`config.mk`:
```
export PLATFORM = sky130hd
export DESIGN_NAME = reg_writeback
export DESIGN_NICKNAME = d
export VERILOG_FILES = /design/src/rtl/wb_pkg.sv /design/src/rtl/wb_fifo.sv /design/src/rtl/reg_writeback.sv
export SDC_FILE = /design/constraint.sdc
export NUM_CORES = 1
export LEC_CHECK = 0
export CAP_MARGIN = 0
export CELL_PAD_IN_SITES_DETAIL_PLACEMENT = 0
export CELL_PAD_IN_SITES_GLOBAL_PLACEMENT = 2
export CORE_MARGIN = 2
export CORE_UTILIZATION = 39
export CTS_BUF_LIST = sky130_fd_sc_hd__clkbuf_8
export CTS_CLUSTER_SIZE = 20
export DETAILED_ROUTE_END_ITERATION = 12
export PLACE_DENSITY = 0.85
export SYNTH_ARGS = -nofsm -noshare
export SYNTH_HDL_FRONTEND = slang
export SYNTH_HIERARCHICAL = 1
export SYNTH_SLANG_ARGS = --single-unit
```
`constraint.sdc`:
```
create_clock -name clk -period 4.7 [get_ports clk]
set_input_delay 0.47 -clock clk [delete_from_list [all_inputs] [get_ports clk]]
set_output_delay 0.47 -clock clk [all_outputs]
set_load 0.05 [all_outputs]
```
`src/rtl/wb_pkg.sv`:
```
// Shared sizes, request type and register-map helpers for the register-file write-back path.
// Addresses 0..VEC_REG_LAST are vector registers; everything above is scalar/special.
package wb_pkg;
  localparam int LANE_W       = 8;
  localparam int VEC_SIZE     = 4;
  localparam int SEL_BITS     = 4;
  localparam int DEPTH        = 2;
  localparam int DATA_W       = VEC_SIZE * LANE_W;
  localparam int NUM_REGS     = 2 ** SEL_BITS;
  localparam int PTR_W        = $clog2(DEPTH);
  localparam int VEC_REG_LAST = 3;
  localparam int SPECIAL_BASE = 12;

  typedef logic [SEL_BITS-1:0] reg_addr_t;
  typedef logic [DATA_W-1:0]   vec_data_t;

  typedef struct packed {
    reg_addr_t addr;
    vec_data_t data;
  } wb_req_t;

  function automatic logic is_vec_reg(input reg_addr_t addr);
    return addr <= reg_addr_t'(VEC_REG_LAST);
  endfunction

  function automatic logic is_special_reg(input reg_addr_t addr);
    return addr >= reg_addr_t'(SPECIAL_BASE);
  endfunction

  function automatic vec_data_t scalar_zext(input vec_data_t d);
    return {{(DATA_W-LANE_W){1'b0}}, d[LANE_W-1:0]};
  endfunction

  function automatic vec_data_t scalar_bcast(input vec_data_t d);
    return {VEC_SIZE{d[LANE_W-1:0]}};
  endfunction
endpackage

```
`src/rtl/wb_fifo.sv`:
```
// DEPTH-entry synchronous FIFO of wb_req_t; head is valid the cycle after the push edge.
// Backpressure: full refuses a push even in a popping cycle; per-entry valid/addr taps feed hazard tracking.
module wb_fifo
  import wb_pkg::*;
(
  input  logic                  clk,
  input  logic                  rst,
  input  logic                  push,
  input  wb_req_t               din,
  output logic                  full,
  output logic                  empty,
  input  logic                  pop,
  output wb_req_t               head,
  output logic [DEPTH-1:0]      ent_vld,
  output reg_addr_t [DEPTH-1:0] ent_addr
);
  localparam logic [PTR_W-1:0] PTR_ONE = 1;
  localparam logic [PTR_W:0]   CNT_ONE = 1;
  localparam logic [PTR_W:0]   CNT_MAX = DEPTH;

  wb_req_t          mem_q [DEPTH];
  wb_req_t          mem_d [DEPTH];
  logic [PTR_W-1:0] wr_ptr_q, wr_ptr_d, rd_ptr_q, rd_ptr_d;
  logic [PTR_W:0]   cnt_q, cnt_d;
  logic             do_push, do_pop;

  assign full    = (cnt_q == CNT_MAX);
  assign empty   = (cnt_q == '0);
  assign head    = mem_q[rd_ptr_q];
  assign do_push = push && !full;
  assign do_pop  = pop && !empty;

  always_comb begin
    mem_d    = mem_q;
    wr_ptr_d = wr_ptr_q;
    rd_ptr_d = rd_ptr_q;
    cnt_d    = cnt_q;
    if (do_push) begin
      mem_d[wr_ptr_q] = din;
      wr_ptr_d        = wr_ptr_q + PTR_ONE;
    end
    if (do_pop) begin
      rd_ptr_d = rd_ptr_q + PTR_ONE;
    end
    case ({do_push, do_pop})
      2'b10:   cnt_d = cnt_q + CNT_ONE;
      2'b01:   cnt_d = cnt_q - CNT_ONE;
      default: cnt_d = cnt_q;
    endcase
  end

  // A slot is occupied when its distance from the read pointer is below the count.
  always_comb begin
    for (int i = 0; i < DEPTH; i++) begin
      ent_vld[i]  = {1'b0, PTR_W'(i) - rd_ptr_q} < cnt_q;
      ent_addr[i] = mem_q[i].addr;
    end
  end

  always_ff @(posedge clk) begin
    if (rst) begin
      wr_ptr_q <= '0;
      rd_ptr_q <= '0;
      cnt_q    <= '0;
      for (int i = 0; i < DEPTH; i++) begin
        mem_q[i] <= '0;
      end
    end else begin
      wr_ptr_q <= wr_ptr_d;
      rd_ptr_q <= rd_ptr_d;
      cnt_q    <= cnt_d;
      mem_q    <= mem_d;
    end
  end
endmodule

```
`src/rtl/reg_writeback.sv`:
```
// Buffers ALU (A) and load (B) results and writes one per cycle round-robin; strobe 1 cycle after pop.
// Backpressure: x_ready low only while that FIFO is full. WB_FWD_EN adds a lane-broadcast bypass copy.
module reg_writeback
  import wb_pkg::*;
(
  input  logic                clk,
  input  logic                rst,
  input  logic                a_valid,
  output logic                a_ready,
  input  logic [SEL_BITS-1:0] a_addr,
  input  logic [DATA_W-1:0]   a_data,
  input  logic                b_valid,
  output logic                b_ready,
  input  logic [SEL_BITS-1:0] b_addr,
  input  logic [DATA_W-1:0]   b_data,
  output logic                regWrEnSc,
  output logic                regWrEnVec,
  output logic [SEL_BITS-1:0] regToWrite,
  output logic [DATA_W-1:0]   dataIn,
  output logic [NUM_REGS-1:0] pending
`ifdef WB_FWD_EN
  ,
  output logic                fwd_valid,
  output logic [SEL_BITS-1:0] fwd_addr,
  output logic [DATA_W-1:0]   fwd_data
`endif
);
  logic                  a_full, a_empty, b_full, b_empty;
  wb_req_t               a_req, b_req, a_head, b_head, sel_req;
  logic [DEPTH-1:0]      a_ent_vld, b_ent_vld;
  reg_addr_t [DEPTH-1:0] a_ent_addr, b_ent_addr;
  logic                  grant_a, grant_b;
  logic                  rr_q, rr_d;  // set when A won last, so B wins the next tie
  logic                  en_sc_q, en_sc_d, en_vec_q, en_vec_d;
  reg_addr_t             addr_q, addr_d;
  vec_data_t             data_q, data_d;

  assign a_req   = '{addr: a_addr, data: a_data};
  assign b_req   = '{addr: b_addr, data: b_data};
  assign a_ready = !a_full;
  assign b_ready = !b_full;

  wb_fifo u_fifo_a (
    .clk(clk), .rst(rst), .push(a_valid), .din(a_req), .full(a_full), .empty(a_empty),
    .pop(grant_a), .head(a_head), .ent_vld(a_ent_vld), .ent_addr(a_ent_addr)
  );

  wb_fifo u_fifo_b (
    .clk(clk), .rst(rst), .push(b_valid), .din(b_req), .full(b_full), .empty(b_empty),
    .pop(grant_b), .head(b_head), .ent_vld(b_ent_vld), .ent_addr(b_ent_addr)
  );

  always_comb begin
    grant_a  = !a_empty && (b_empty || !rr_q);
    grant_b  = !b_empty && !grant_a;
    sel_req  = grant_a ? a_head : b_head;
    rr_d     = rr_q;
    en_sc_d  = 1'b0;
    en_vec_d = 1'b0;
    addr_d   = addr_q;
    data_d   = data_q;
    if (grant_a || grant_b) begin
      rr_d     = grant_a;
      addr_d   = sel_req.addr;
      en_vec_d = is_vec_reg(sel_req.addr);
      en_sc_d  = !is_vec_reg(sel_req.addr);
      data_d   = is_vec_reg(sel_req.addr) ? sel_req.data : scalar_zext(sel_req.data);
    end
  end

  always_comb begin
    pending = '0;
    for (int i = 0; i < DEPTH; i++) begin
      if (a_ent_vld[i]) pending[a_ent_addr[i]] = 1'b1;
      if (b_ent_vld[i]) pending[b_ent_addr[i]] = 1'b1;
    end
    if (en_sc_q || en_vec_q) pending[addr_q] = 1'b1;
  end

  always_ff @(posedge clk) begin
    if (rst) begin
      rr_q     <= 1'b0;
      en_sc_q  <= 1'b0;
      en_vec_q <= 1'b0;
      addr_q   <= '0;
      data_q   <= '0;
    end else begin
      rr_q     <= rr_d;
      en_sc_q  <= en_sc_d;
      en_vec_q <= en_vec_d;
      addr_q   <= addr_d;
      data_q   <= data_d;
    end
  end

  assign regWrEnSc  = en_sc_q;
  assign regWrEnVec = en_vec_q;
  assign regToWrite = addr_q;
  assign dataIn     = data_q;

`ifdef WB_FWD_EN
  assign fwd_valid = en_sc_q || en_vec_q;
  assign fwd_addr  = addr_q;
  assign fwd_data  = en_vec_q ? data_q : scalar_bcast(data_q);
`endif
endmodule

```
## Yosys cells after proc, flatten, opt, wreduce, memory -nomap -nowiden

Cells that the tools add are included.

- Bits in latches: 0
- RAM bits: 0
- Register bits after elaboration: 191
- Output and inout bits: 56
- Bits in read-only memories: 0
- Memories kept: 0

- Multipliers: 0
- Mux-type cells: 31
- Order comparisons: 21
- Equality and inequality tests: 6
- Bitwise logic cells: 9
- Reductions and logical operators: 28
- Add/sub/neg operators: 12
- Shifts and indexed selects: 0
- Divide/modulo/power cells: 0

Operator list:

| kind | count |
|---|---|
| $mux W36 | 9 |
| $bwmux W72 | 2 |
| $mux W16 | 5 |
| $demux W36 S1 | 2 |
| $or A16 B16 Y16 | 4 |
| $mux W32 | 1 |
| $lt A4 B5 Y1 const B | 5 |
| $demux W1 S4 | 5 |
| $ge A4 B1 Y1 const B | 5 |
| $logic_and A1 B1 Y1 | 13 |
| $eq A2 B2 Y1 const B | 4 |
| $ge A2 B2 Y1 const B | 4 |
| $lt A1 B2 Y1 | 4 |
| $not A1 Y2 | 4 |
| $pmux W2 S2 | 2 |
| $logic_not A1 Y1 | 7 |
| $mux W1 | 5 |
| $add A1 B1 Y1 const B | 4 |
| $add A2 B1 Y2 const B | 2 |
| $eq A2 B1 Y1 const B | 2 |
| $le A4 B2 Y1 const B | 1 |
| $logic_not A2 Y1 | 2 |
| $lt A2 B1 Y1 const B | 2 |
| $reduce_bool A2 Y1 | 2 |
| 5 further kinds | 11 |

## Depth between registers and ports, before layout

- Depth in word-level cells: 13
- Depth in mapped cells: 14

## Modules after synthesis

Netlist, hierarchy kept.

By module, submodules not included:

| module | cells an instance | area an instance (sq um) | times used |
|---|---|---|---|
| wb_fifo | 393 | 3793.6 | 2 |
| reg_writeback | 389 | 3195.6 | 1 |

## Worst setup path before layout

Ideal clock, no wire load.

- Path type: reg-to-output
- From: register addr_q[1], in the netlist regToWrite[1]
- To: output pending[14]
- Stages on the path, launching flop included: 4
- Setup slack: 2.074 ns
- Arrival time: 2.156 ns
- Path through: dfxtp_1 > clkbuf_1 > or3b_1 > o2111ai_1

- Word-level cells in the longest chain between the ends: 6
- Elaborated cells between the ends (all ways): 7

Ends and longest elaborated chain:

| what | line | source |
|---|---|---|
| start, declared | reg_writeback.sv:35 | `reg_addr_t addr_q, addr_d;` |
| start signal, assigned | reg_writeback.sv:91 | `addr_q <= addr_d;` |
| $lt A4 B5 Y1 (not written as such) or $ge A4 B1 Y1 (tied branches) | reg_writeback.sv:77 | `if (en_sc_q \|\| en_vec_q) pending[addr_q] = 1'b1;` |
| $logic_and A1 B1 Y1 (not written as such) | reg_writeback.sv:77 |  |
| $mux W1 (not written as such) | reg_writeback.sv:77 |  |
| $demux W1 S4 * | reg_writeback.sv:77 |  |
| $or A16 B16 Y16 (no line) * | n/a |  |
| $mux W16 * | reg_writeback.sv:77 |  |
| end, declared | reg_writeback.sv:20 | `output logic [NUM_REGS-1:0] pending` |

Every way passes the cells marked *; elsewhere a longest branch is shown, timed or not.

## Worst setup path in the final report

- From: register u_fifo_a.cnt_q[0]
- To: output pending[3]

- Elaborated cells between the ends (all ways): 11

RTL lines:

| what | line | source |
|---|---|---|
| start, declared | wb_fifo.sv:24 | `logic [PTR_W:0] cnt_q, cnt_d;` |
| start signal, assigned | wb_fifo.sv:71 | `cnt_q <= cnt_d;` |
| $lt A1 B2 Y1 * | wb_fifo.sv:55 | `ent_vld[i] = {1'b0, PTR_W'(i) - rd_ptr_q} < cnt_q;` |
| named net a_ent_vld[1] | reg_writeback.sv:30 | `logic [DEPTH-1:0] a_ent_vld, b_ent_vld;` |
| $mux W16 * | reg_writeback.sv:74 | `if (a_ent_vld[i]) pending[a_ent_addr[i]] = 1'b1;` |
| $or A16 B16 Y16 (no line) | n/a |  |
| $mux W16 * | reg_writeback.sv:75 | `if (b_ent_vld[i]) pending[b_ent_addr[i]] = 1'b1;` |
| $or A16 B16 Y16 (no line) | n/a |  |
| $mux W16 * | reg_writeback.sv:77 |  |

The timed path passes the listed nets; every way through them passes the cells marked *.

==> flow_summary_export.csv <==
group,metric,value,unit
placed_design,hpwlAfterDp,19.67,mm
timing,setup_violations,0,
floorplan,core_area,27030,um2
cts,clk_pin_slew,0.11,ns
synthesis,synthCells,1175,
drt,wl_per_cell,18.46,um
synthesis,ys.flop_type,"dfxtp_1",
cts,cts_buffers,17,
power,internal-power,3.831,mW
layout,syn_to_final_growth,14.01,%
layout,fin_cells,1576,
synthesis,synth.top_cell.area_share,35.46,%
cts,htree_levels,4,
synthesis,yosys-top-cells-count,"dfxtp_1, nand2b_1, mux2i_1, o21ai_0, mux2_2",
layout,seqCellArea,3824,um2
cts,cts_setup_buffers,0,
timing,min_period_over_period,72.02,%
timing,fin_worst_skew,0.02098,ns
layout,fin_nets,1300,
worst_setup_path,rrSetupSlack,2.05,ns
drt,drc_errors,0,
drt,first_iter_violations,543,
worst_setup_path,crit_chain,"a21o_2 -> nor3b_1 -> a32oi_1 -> o2111ai_1 -> clkdlybuf4s50_1",
drt,firstDrtPassIters,5,
cts,cts-hold-fix-buffers,0,
layout,multi_input_area,6166,um2
power,leakage,4.724,nW
worst_setup_path,rr_worst_depth,5,
floorplan,ios,132,
cts,cts_root_buffer,"clkbuf_8",
worst_setup_path,crit-reg2reg-launch,"u_fifo_b/cnt_q[1]$_SDFFE_PP0P_",
power,peakVddDrop,402.1,uV
power,combPwrFrac,52.8,%
synthesis,yosysMostFrequentCell,"dfxtp_1",
synthesis,synth_edf_count,0,
outcome,status,"finished, final reports clean",
cts,cts_max_path_buffers,2,
worst_setup_path,slowest_stage,"clkdlybuf4s50_1",
worst_setup_path,crit_type,"flop to primary output",
worst_setup_path,crit_path_max_incr_delay,0.85,ns
timing,fin_tns_setup,0,ns
power,p_seq_share,31.6,%
synthesis,ys_types,54,
synthesis,async_flop_share,0,%
cts,clock_sinks,191,
timing,hold_viol,0,
timing,rsz0062_at_grt,"false",
power,p_sw_share,46.33,%
placed_design,dpl_worst_slack,1.887,ns
power,pwr-share-clk,15.5,%
timing,min_period,3.385,ns
power,power_density,580.7,nW/um2
drt,vias,8539,
synthesis,yosysSeqAreaShare,35.46,%
placed_design,dpl_cell_area,11900,um2
floorplan,die_x,170.3,um
worst_setup_path,required,4.23,ns
drt,ant_nets,0,
synthesis,ys_warn_count,6,
layout,final_area,12290,um2
cts,cts_resized,0,
cts,cts_tree,"built",
timing,slew_viol_final,0,
global_route,grt_util_all_layers,20.05,%
worst_hold_path,hold_class,"flop to flop",
power,p_switching,3.307,mW
layout,num_antenna_cells,0,
worst_setup_path,reg2reg_to,"dataIn[28]$_SDFFE_PP0N_",
timing,maxClockFrequency,295.4,MHz
timing,setup_ws,1.315,ns
worst_setup_path,worstPathArrival,2.92,ns
synthesis,synth_area_leaders,"dfxtp_1, mux2i_1, mux2_2",
synthesis,synth_top_area_cell,"dfxtp_1",
global_route,grt_pass1_vias,8447,
flow_run,cap_violations,0,
floorplan,die_height,170.3,um
synthesis,synth_nets,1253,
worst_setup_path,cp_max_fo,7,
global_route,grt_start_max_net_pins,125,
drt,totalWireLength,29.09,mm
global_route,grt_overflow,0,
timing,relSlewSlack,31.31,%
cts,insertion_delay,0.47,ns
placed_design,io_buffers,131,
timing,tightest_slew,1.030,ns
layout,fillers,2710,
floorplan,die_area,28990,um2
floorplan,start_util,39.90,%
worst_hold_path,whs_endpoint,"u_fifo_b/mem_q[3]$_SDFFE_PP0P_",
worst_hold_path,min-delay-start,"u_fifo_b/mem_q[3]$_SDFFE_PP0P_",
placed_design,place.detailed.instances,1544,
placed_design,gp_congestion,0.8896,
drt,vias_per_cell,5.418,
global_route,grt_first_pass_wirelength,45.82,mm
timing,whs,0.4769,ns
worst_hold_path,hold_depth,2,
floorplan,rows,60,
synthesis,ys_seq_elements,191,
layout,drive_above_1_share,12.55,%
synthesis,syn_area,10780,um2
worst_setup_path,endpoint_kind,"primary output",
global_route,antenna_found_initial,0,
worst_setup_path,startpoint_type,"flop",
synthesis,syn_avg_cell_area,9.177,um2
stage by stage:
step | util (%) | power [mW]
global route | 45.49 | 7.542
finish | 45.49 | 7.138
CTS | 45.49 | 7.199
floorplan | - | 5.165
detailed placement | 44.03 | 6.068
global placement | 44.03 | 6.064
final cells by class:
| class | instances | share of cell area, % |
|---|---|---|
| multi-input cells | 855 | 50.16 |
| flip-flops and latches | 191 | 31.10 |
| repair buffers | 147 | 11.76 |
| well taps | 341 | 3.471 |
| clock buffers | 18 | 2.015 |
| clock inverters | 14 | 1.191 |
| inverters | 10 | 0.3053 |
power groups by stage:
stage | clock network, mW | registers (mW) | logic (mW)
2_1_floorplan | 0 | 2.64 | 2.52
3_3_place_gp | 0 | 2.29 | 3.78
3_5_place_dp | 0 | 2.29 | 3.78
4_1_cts | 1.15 | 2.25 | 3.80
5_1_grt | 1.20 | 2.30 | 4.04
6_report | 1.11 | 2.26 | 3.77
cell families (layout without fill, tap and decap cells):
kind of cell,after synthesis,in the layout,synth area share [%]
AND/OR/NAND/NOR,407,407,22.40
AO/OA/AOI/OAI,262,262,16.50
flip-flops,191,191,35.46
multiplexers,178,178,17.36
buffers and inverters,129,189,7.566
XOR/XNOR,6,6,0.4873
adder cells (fa/ha/maj),2,2,0.2320
metal layers:
layer  track usage, %  vias up  wire length [um]
met5                0        -                 0
met2            35.56      191             14550
li1                 -     4229                 -
met3            2.791       38               991
met1            25.13     4081             12890
met4            6.169        0               654
worst max path at each step:
stage | startpoint | cells after the start | slack [ns] | end
after floorplan | regToWrite[1]$_SDFFE_PP0N_ | 3 | 2.07 | pending[14]
after global placement | u_fifo_a/cnt_q[0]$_SDFFE_PP0P_ | 5 | 1.89 | pending[3]
after detailed placement | u_fifo_a/cnt_q[0]$_SDFFE_PP0P_ | 5 | 1.89 | pending[3]
after CTS | u_fifo_a/cnt_q[0]$_SDFFE_PP0P_ | 5 | 1.34 | pending[3]
after global routing | u_fifo_a/cnt_q[0]$_SDFFE_PP0P_ | 5 | 1.16 | pending[3]
final | u_fifo_a/cnt_q[0]$_SDFFE_PP0P_ | 5 | 1.31 | pending[3]
state kept, by name, summed over array words and instances, names as in the netlist, 2 cells and up:
signal and count:
u_fifo_a/mem_q 64, u_fifo_b/mem_q 64, dataIn 32, u_fifo_a/ent_addr 8, u_fifo_b/ent_addr 8, regToWrite 4, u_fifo_a/cnt_q 2, u_fifo_b/cnt_q 2
cells in the final DEF, fill, tap and decap left out, types with 7 or more instances in the layout:
cell type / count
and3b_1: 7
o22ai_1: 12
nand3_1: 11
nor2_1: 42
o21ai_1: 58
mux2i_1: 106
a22oi_1: 14
nand2b_1: 115
buf_4: 15
clkdlybuf4s50_1: 130
nor2b_1: 71
nor3_1: 38
a221o_1: 24
and2b_1: 8
clkbuf_8: 18
o211ai_1: 7
inv_1: 9
or2b_1: 40
a311oi_1: 8
nand2_1: 33
nand3b_1: 7
or3_1: 10
mux2_2: 72
dfxtp_1: 191
a211oi_1: 10
o21ai_0: 94
a311oi_2: 18
critical path, delay by kind of cell, from the launching register on:
kind,cells,cell delay [ns]
and+or+nand+nor,1,0.49
buffers and inverters,1,0.85
AOI/OAI and AO/OA,3,0.60
DFF,1,0.52
No activity file was read; power rests on OpenSTA's default activity.
